File: src/rtl/iiitb_rtc_disp.sv
// Six-digit multiplexed seven-segment driver for the RTC time digits.
// Digits are snapshotted once per scan frame so a frame never mixes two times.
module iiitb_rtc_disp #(
    parameter int unsigned REFRESH_DIV  = 1000,
    parameter int unsigned BLANK_CYCLES = 16,
    parameter bit          LZ_BLANK     = 1'b1
) (
    input  logic       clkin,
    input  logic       rst,
    input  logic [3:0] hrm,
    input  logic [3:0] hrl,
    input  logic [3:0] minm,
    input  logic [3:0] minl,
    input  logic [3:0] secm,
    input  logic [3:0] secl,
    output logic [6:0] seg,
    output logic       dp,
    output logic [5:0] an
);

    localparam logic [15:0] PreLast    = 16'(REFRESH_DIV - 1);
    localparam logic [15:0] BlankStart = 16'(BLANK_CYCLES);

    logic [15:0]     pre_q, pre_d;
    logic [2:0]      idx_q, idx_d;
    logic [5:0][3:0] snap_q, snap_d;
    logic [6:0]      seg_q, seg_d;
    logic            dp_q, dp_d;
    logic [5:0]      an_q, an_d;

    logic       tick;
    logic       load;
    logic       enable;
    logic [3:0] cur;

    // Anti-ghosting window: digit enables stay off for the first BLANK_CYCLES of each slot.
    if (BLANK_CYCLES == 0) begin : g_no_blank
        assign enable = 1'b1;
    end else begin : g_blank
        assign enable = (pre_q >= BlankStart);
    end

    // Prescaler, digit index and once-per-frame snapshot.
    always_comb begin
        tick  = (pre_q == PreLast);
        load  = (pre_q == 16'd0) && (idx_q == 3'd0);
        pre_d = tick ? 16'd0 : pre_q + 16'd1;
        idx_d = idx_q;
        if (tick) begin
            // 6 and 7 are unreachable but still recover to slot 0.
            idx_d = (idx_q >= 3'd5) ? 3'd0 : idx_q + 3'd1;
        end
        snap_d = snap_q;
        if (load) begin
            snap_d[0] = hrm;
            snap_d[1] = hrl;
            snap_d[2] = minm;
            snap_d[3] = minl;
            snap_d[4] = secm;
            snap_d[5] = secl;
        end
    end

    // Output decode from the currently held index, prescaler and snapshot.
    always_comb begin
        case (idx_q)
            3'd0:    cur = snap_q[0];
            3'd1:    cur = snap_q[1];
            3'd2:    cur = snap_q[2];
            3'd3:    cur = snap_q[3];
            3'd4:    cur = snap_q[4];
            3'd5:    cur = snap_q[5];
            default: cur = 4'd0;
        endcase

        case (cur)
            4'd0:    seg_d = 7'h3F;
            4'd1:    seg_d = 7'h06;
            4'd2:    seg_d = 7'h5B;
            4'd3:    seg_d = 7'h4F;
            4'd4:    seg_d = 7'h66;
            4'd5:    seg_d = 7'h6D;
            4'd6:    seg_d = 7'h7D;
            4'd7:    seg_d = 7'h07;
            4'd8:    seg_d = 7'h7F;
            4'd9:    seg_d = 7'h6F;
            default: seg_d = 7'h40;
        endcase

        an_d = 6'd0;
        if (enable && (idx_q <= 3'd5)) begin
            an_d = 6'd1 << idx_q;
        end
        // Leading-zero blanking only gates the enable; seg still carries the decode.
        if (LZ_BLANK && (snap_q[0] == 4'd0)) begin
            an_d[0] = 1'b0;
        end

        // Colon dots after hours and minutes, lit on even seconds.
        dp_d = enable && ((idx_q == 3'd1) || (idx_q == 3'd3)) && !snap_q[5][0];
    end

    // State and output registers with synchronous active-low reset.
    always_ff @(posedge clkin) begin
        if (!rst) begin
            pre_q  <= 16'd0;
            idx_q  <= 3'd0;
            snap_q <= '0;
            seg_q  <= 7'd0;
            dp_q   <= 1'b0;
            an_q   <= 6'd0;
        end else begin
            pre_q  <= pre_d;
            idx_q  <= idx_d;
            snap_q <= snap_d;
            seg_q  <= seg_d;
            dp_q   <= dp_d;
            an_q   <= an_d;
        end
    end

    assign seg = seg_q;
    assign dp  = dp_q;
    assign an  = an_q;

endmodule

File: config.mk
export PLATFORM = sky130hd
export DESIGN_NAME = iiitb_rtc_disp
export DESIGN_NICKNAME = d
export VERILOG_FILES = /design/src/rtl/iiitb_rtc_disp.sv
export SDC_FILE = /design/constraint.sdc
export NUM_CORES = 1
export LEC_CHECK = 0
export ABC_AREA = 1
export CAP_MARGIN = 15
export CORE_ASPECT_RATIO = 1.5
export CORE_MARGIN = 2
export CORE_UTILIZATION = 36
export DETAILED_ROUTE_END_ITERATION = 10
export GPL_TIMING_DRIVEN = 0
export PLACE_DENSITY = 0.61
export SYNTH_ARGS = -nofsm -noshare
export SYNTH_HDL_FRONTEND = slang
export SYNTH_SLANG_ARGS = --single-unit
File: constraint.sdc
create_clock -name clkin -period 2.5 [get_ports clkin]
set_input_delay 0.5 -clock clkin [delete_from_list [all_inputs] [get_ports clkin]]
set_output_delay 0.5 -clock clkin [all_outputs]
set_load 0.02 [all_outputs]
Word-level counts from Yosys, hierarchy flattened
Memory sizes are Yosys's and may differ from the RTL's. A register that Yosys moved wholly into a read port is not among the register bits.
Cells that the tools add are included.
{ "totals": {"romBits": 112, "regBits": 50, "out_inout_bits": 14, "n_memories": 1} }
{ "mem_list": {"columns": ["memory", "depth", "word_bits", "rd", "rd_clocked_by_memory_dff", "write_ports", "line", "source"], "rows": [
  ["(no name shown)", 16, 7, 1, 1, 0, "76", "case (cur)"]
]} }
{ "op_classes": {"shifts": 1, "n_lt_le_gt_ge": 3, "reduce_logical": 13, "bitwise_logic": 2, "addsub": 2, "mux": 2, "n_eq_ne": 6} }
{ "ops": {"columns": ["op", "count"], "rows": [
  ["case mux 4 bit (6 select lines)", 1],
  ["adder 16 x 1 -> 16 bit, second input constant", 1],
  ["== test 16 x 10 -> 1 bit, second input constant", 1],
  [">= comparator 16 x 5 -> 1 bit, second input constant", 1],
  ["zero test 16 bit", 1],
  ["== test 3 x 2 -> 1 bit, second input constant", 2],
  ["== test 3 bit, second input constant", 2],
  ["left shift 1 x 3 -> 6 bit, first input constant", 1],
  ["logical AND 1 bit", 4],
  ["zero test 4 bit", 1],
  ["adder 3 x 1 -> 3 bit, second input constant", 1],
  ["== test 3 x 1 -> 1 bit, second input constant", 1],
  [">= comparator 3 bit, second input constant", 1],
  ["less-or-equal comparator 3 bit, second input constant", 1],
  ["zero test 3 bit", 1],
  ["two-way mux 3 bit", 1],
  ["OR reduction 3 bit", 1],
  ["zero test 1 bit", 2],
  ["NOT 1 bit", 2],
  ["AND reduction 2 bit", 1],
  ["OR reduction 2 bit", 1],
  ["logical OR 1 bit", 1]
]} }

Depth between registers and ports, before layout
{ "depth": {"ltp_word": 4, "depth_mapped": 15, "mapped_depth_nobuf": 15} }

Worst setup path before layout
Ideal clock, no wire load.
{ "synth_timing": {"path_type": "reg-to-reg", "from": "register idx_q[0]", "to": "register seg_q[3] (netlist: seg[3])", "required_ns": 2.387, "arrival_ns": 1.693, "setup_ns": 0.113, "n_path_buf": 0, "stages_incl_launch_ff": 15, "slack_ns": 0.694, "path_cell_list": "dfxtp_1 inv_1 ha_1 inv_2 nor2_4 nand2_1 nand2_1 nor2_1 nand2_1 ha_1 inv_1 nand2_1 nand2_1 nor2_1 nor2_1"} }
{ "synth_via": {"elab_chain_cells": 2, "word_cells_on_any_way": 7, "cone_classes": "5 x eq/ne; 1 x mux; 1 x reduce/logical"} }
{ "synth_rtl": {"columns": ["item", "line", "source"], "rows": [
  ["start, declared", "25", "logic [2:0] idx_q, idx_d;"],
  ["start signal, assigned", "114", "idx_q <= idx_d;"],
  ["== test 3 bit, or another cell as far along", "66", "case (idx_q)"],
  ["case mux 4 bit (6 select lines) *", "66", null],
  ["end, declared", "27", "logic [6:0] seg_q, seg_d;"]
]} }
Mark *: on every way between the ends. The rest lies on a longest branch, timed or not.
A chain may end at the register's enable or synchronous reset.

Final worst setup path
{ "layout_timing": {"from": "register idx_q[1]", "to": "register seg_q[5] (netlist: seg[5])"} }
Same word-level chain as after synthesis.

==> results.cfg <==
[cts]
clkSlewWorstSetupHoldPaths_ps = 50
clock_latency_ps = 330
numCtsBuffers = 9
cts_max_path_buffers = 2
post_cts.repair.setup_buffers = 0
number_of_levels_the_h_tree_was_split_into = 3
cts_root_buffer = clkbuf_16
post_cts_gate_resize_count = 0
clock_sink_count = 57
cts_tree = done
postCtsHoldBufs = 0

[critical_path]
critical_path_peak_fanout = 7
path_class = flip-flop to flip-flop
crit_arrival_ps = 2420
critical_path.startpoint_type = flip-flop
crit_required_ps = 2720
end_kind = flip-flop
ff2ff_setup_slack_ps = 300
worstReg2RegStart = idx_q[1]
length_in_cells_of_the_worst_reg_to_reg_path = 14
r2r-end = seg[5]

[sta]
post-route-worst-setup-slack_ps = 302
worst_slew_margin_rel = 0.698
fmax_mhz = 455
grt_setup_unrepaired = false
period_minus_slack_ps = 2200
timing_hold_violations_final = 0
layout_worst_path_cycle_share = 0.879
report.final.setup_viol = 0
timing.hold.ws_ps = 474
final.setup.tns_ps = 0
worst_slew_pin_slew_ps = 452
maxSlewViolCount = 0
clock_skew_ps = 7.53

[synth]
synth_cell_type_count = 27
synthesis.instances = 431
synth_nets = 470
synth_sequential_area_ratio = 0.385
synthesis.yosys.warnings = 0
postSynthAreaPerCell_um2 = 6.87
netlist_area_mm2 = 0.00296
synth_largest_area_cell = dfxtp_1
ys_top_cells_by_area = dfxtp_1, nand2_1, nor2_1
yosysTopAreaCellShare = 0.385
yosys_register_bits = 57

[floorplanning]
initial_utilization = 0.370
core_area_mm2 = 0.00801
die_area_mm2 = 0.00899
num_io_pins = 40
floorplan.rows = 40
die_y_um = 115
chipWidth_um = 78.1

[status]
status = finished, final reports clean

[final_layout]
final.fill_count = 790
num-nets-final = 519
antenna_diode_count = 0
area.growth.synth_to_final_pct = 27.1
finish.utilization = 0.470
finish.cell_count_without_fillers = 590
layout-drive-gt1-share = 0.130

[grt]
gr-usage-met3 = 0.0549
grt_util_all_layers = 0.161
grt_pass1_vias = 2506
grt-busiest-layer = met2
antenna_found_initial = 0
grt.overflow.total = 0
globalRouteMet2Util = 0.283
grt_start_max_net_pins = 11
wire_length_of_the_first_global_routing_pass_um = 11200
use_met1 = 0.180

[hold_path]
holdCritStartpoint = pre_q[0]
min-delay-path-class = flip-flop to flip-flop
whs_path_depth = 1
hold_end = pre_q[0]

[place]
place.detailed.hpwl_um = 5030
gp_congestion = 0.851
place.port_buffers = 38
number_of_instances_in_the_placed_design = 574
dpl_worst_slack_ps = 323

[run]
drv.max_cap_violation_count = 0

[detailed_routing]
drt-initial-drc-count = 120
vias = 2652
antenna_left = 0
first_pass_iters = 4
totalWireLength_um = 6630
post_drt_via_cell_ratio = 4.49
route.detailed.drc = 0
wl_per_cell_um = 11.2

[power_and_ir_drop]
static_leakage_nw = 1.69
ir_worst_vdd_mv = 0.365
power.density_mw_per_mm2 = 693
-- final cells by class --
class / count / area (um2) / share of cell area
well taps: 105 / 131 / 0.0349
inverters: 60 / 226 / 0.0602
clock buffers: 13 / 250 / 0.0665
clock inverters: 3 / 40.0 / 0.0106
flip-flops and latches: 57 / 1140 / 0.303
multi-input cells: 302 / 1500 / 0.399
plain buffers: 12 / 92.6 / 0.0246
repair buffers: 38 / 380 / 0.101
-- worst max path at each step --
stage,start,to,slack (ps),cells after the start
final,idx_q[1],seg[5],300,14
after floorplan,idx_q[0],seg[3],690,14
after detailed placement,idx_q[0],seg[5],320,14
after CTS,idx_q[0],seg[5],310,14
after global placement,idx_q[0],seg[5],340,14
after global routing,idx_q[1],seg[5],70,14
-- flip-flops by register name, summed over array words and instances (netlist names) --
register  flops
snap_q       24
pre_q        16
seg           7
an            6
idx_q         3
dp            1
-- report_power, final --
group | leakage [nW] | internal, mW | total, mW | switching [mW]
clock | 0.144 | 0.793 | 1.19 | 0.398
sequential | 0.468 | 0.981 | 1.02 | 0.0371
combinational | 1.08 | 0.173 | 0.399 | 0.226
total | 1.69 | 1.95 | 2.61 | 0.661
-- synth_stat cells (all sizes together) --
master / number
nand3: 32
ha: 13
nand2: 116
xor2: 4
nor3: 17
buf: 9
nand4: 4
or2: 1
clkinv: 1
dfxtp: 57
a21oi: 11
nand3b: 2
nor2: 92
clkbuf: 3
o21ai: 9
a31oi: 1
inv: 59
-- critical path, stage by stage (launching register included) --
cell and delay, ps:
dfxtp_1 330, inv_1 180, ha_1 380, inv_2 90
nor2_4 130, nand2_1 90, nand2_1 80, nor2_1 40
nand2_1 150, inv_1 120, ha_1 190, nand3_1 110
inv_1 50, nor2_1 90, nor2_1 50
-- placed cells by master, fill, tap and decap left out, types with 2 or more instances in the layout --
cell and instances:
inv_2 4, buf_2 2, buf_4 2, ha_1 13
nand3b_1 2, nand2_1 111, xor2_1 4, nand3_1 28
buf_6 5, clkbuf_16 9, nand4_1 3, nor2_4 3
clkbuf_1 6, nand3_2 4, nor2_2 22, nor2_1 67
nor3_1 16, clkdlybuf4s50_1 38, clkinv_2 3, dfxtp_1 57
a21oi_1 11, nand2_2 4, o21ai_0 9, inv_1 55
-- cells by family after synthesis --
| family | Yosys count | share of synthesized area |
|---|---|---|
| buf+inv | 72 | 0.108 |
| fa+ha+maj | 13 | 0.0549 |
| xor+xnor | 4 | 0.0118 |
| flops | 57 | 0.385 |
| simple gates | 264 | 0.405 |
| compound gates | 21 | 0.0359 |
-- metal layers --
metal  up-vias  share of wire
met1      1184           0.43
met2        43           0.52
li1       1415              -
met5         -              0
met4         0          0.018
met3        10          0.039
-- through the flow --
step	instance area, um2	total power [mW]
5_1_grt	3760	2.75
6_report	3760	2.61
3_5_place_dp	3470	1.44
4_1_cts	3760	2.64
3_3_place_gp	3470	1.43
2_1_floorplan	2960	1.30
Note: power is estimated with default switching activity, not from simulation.
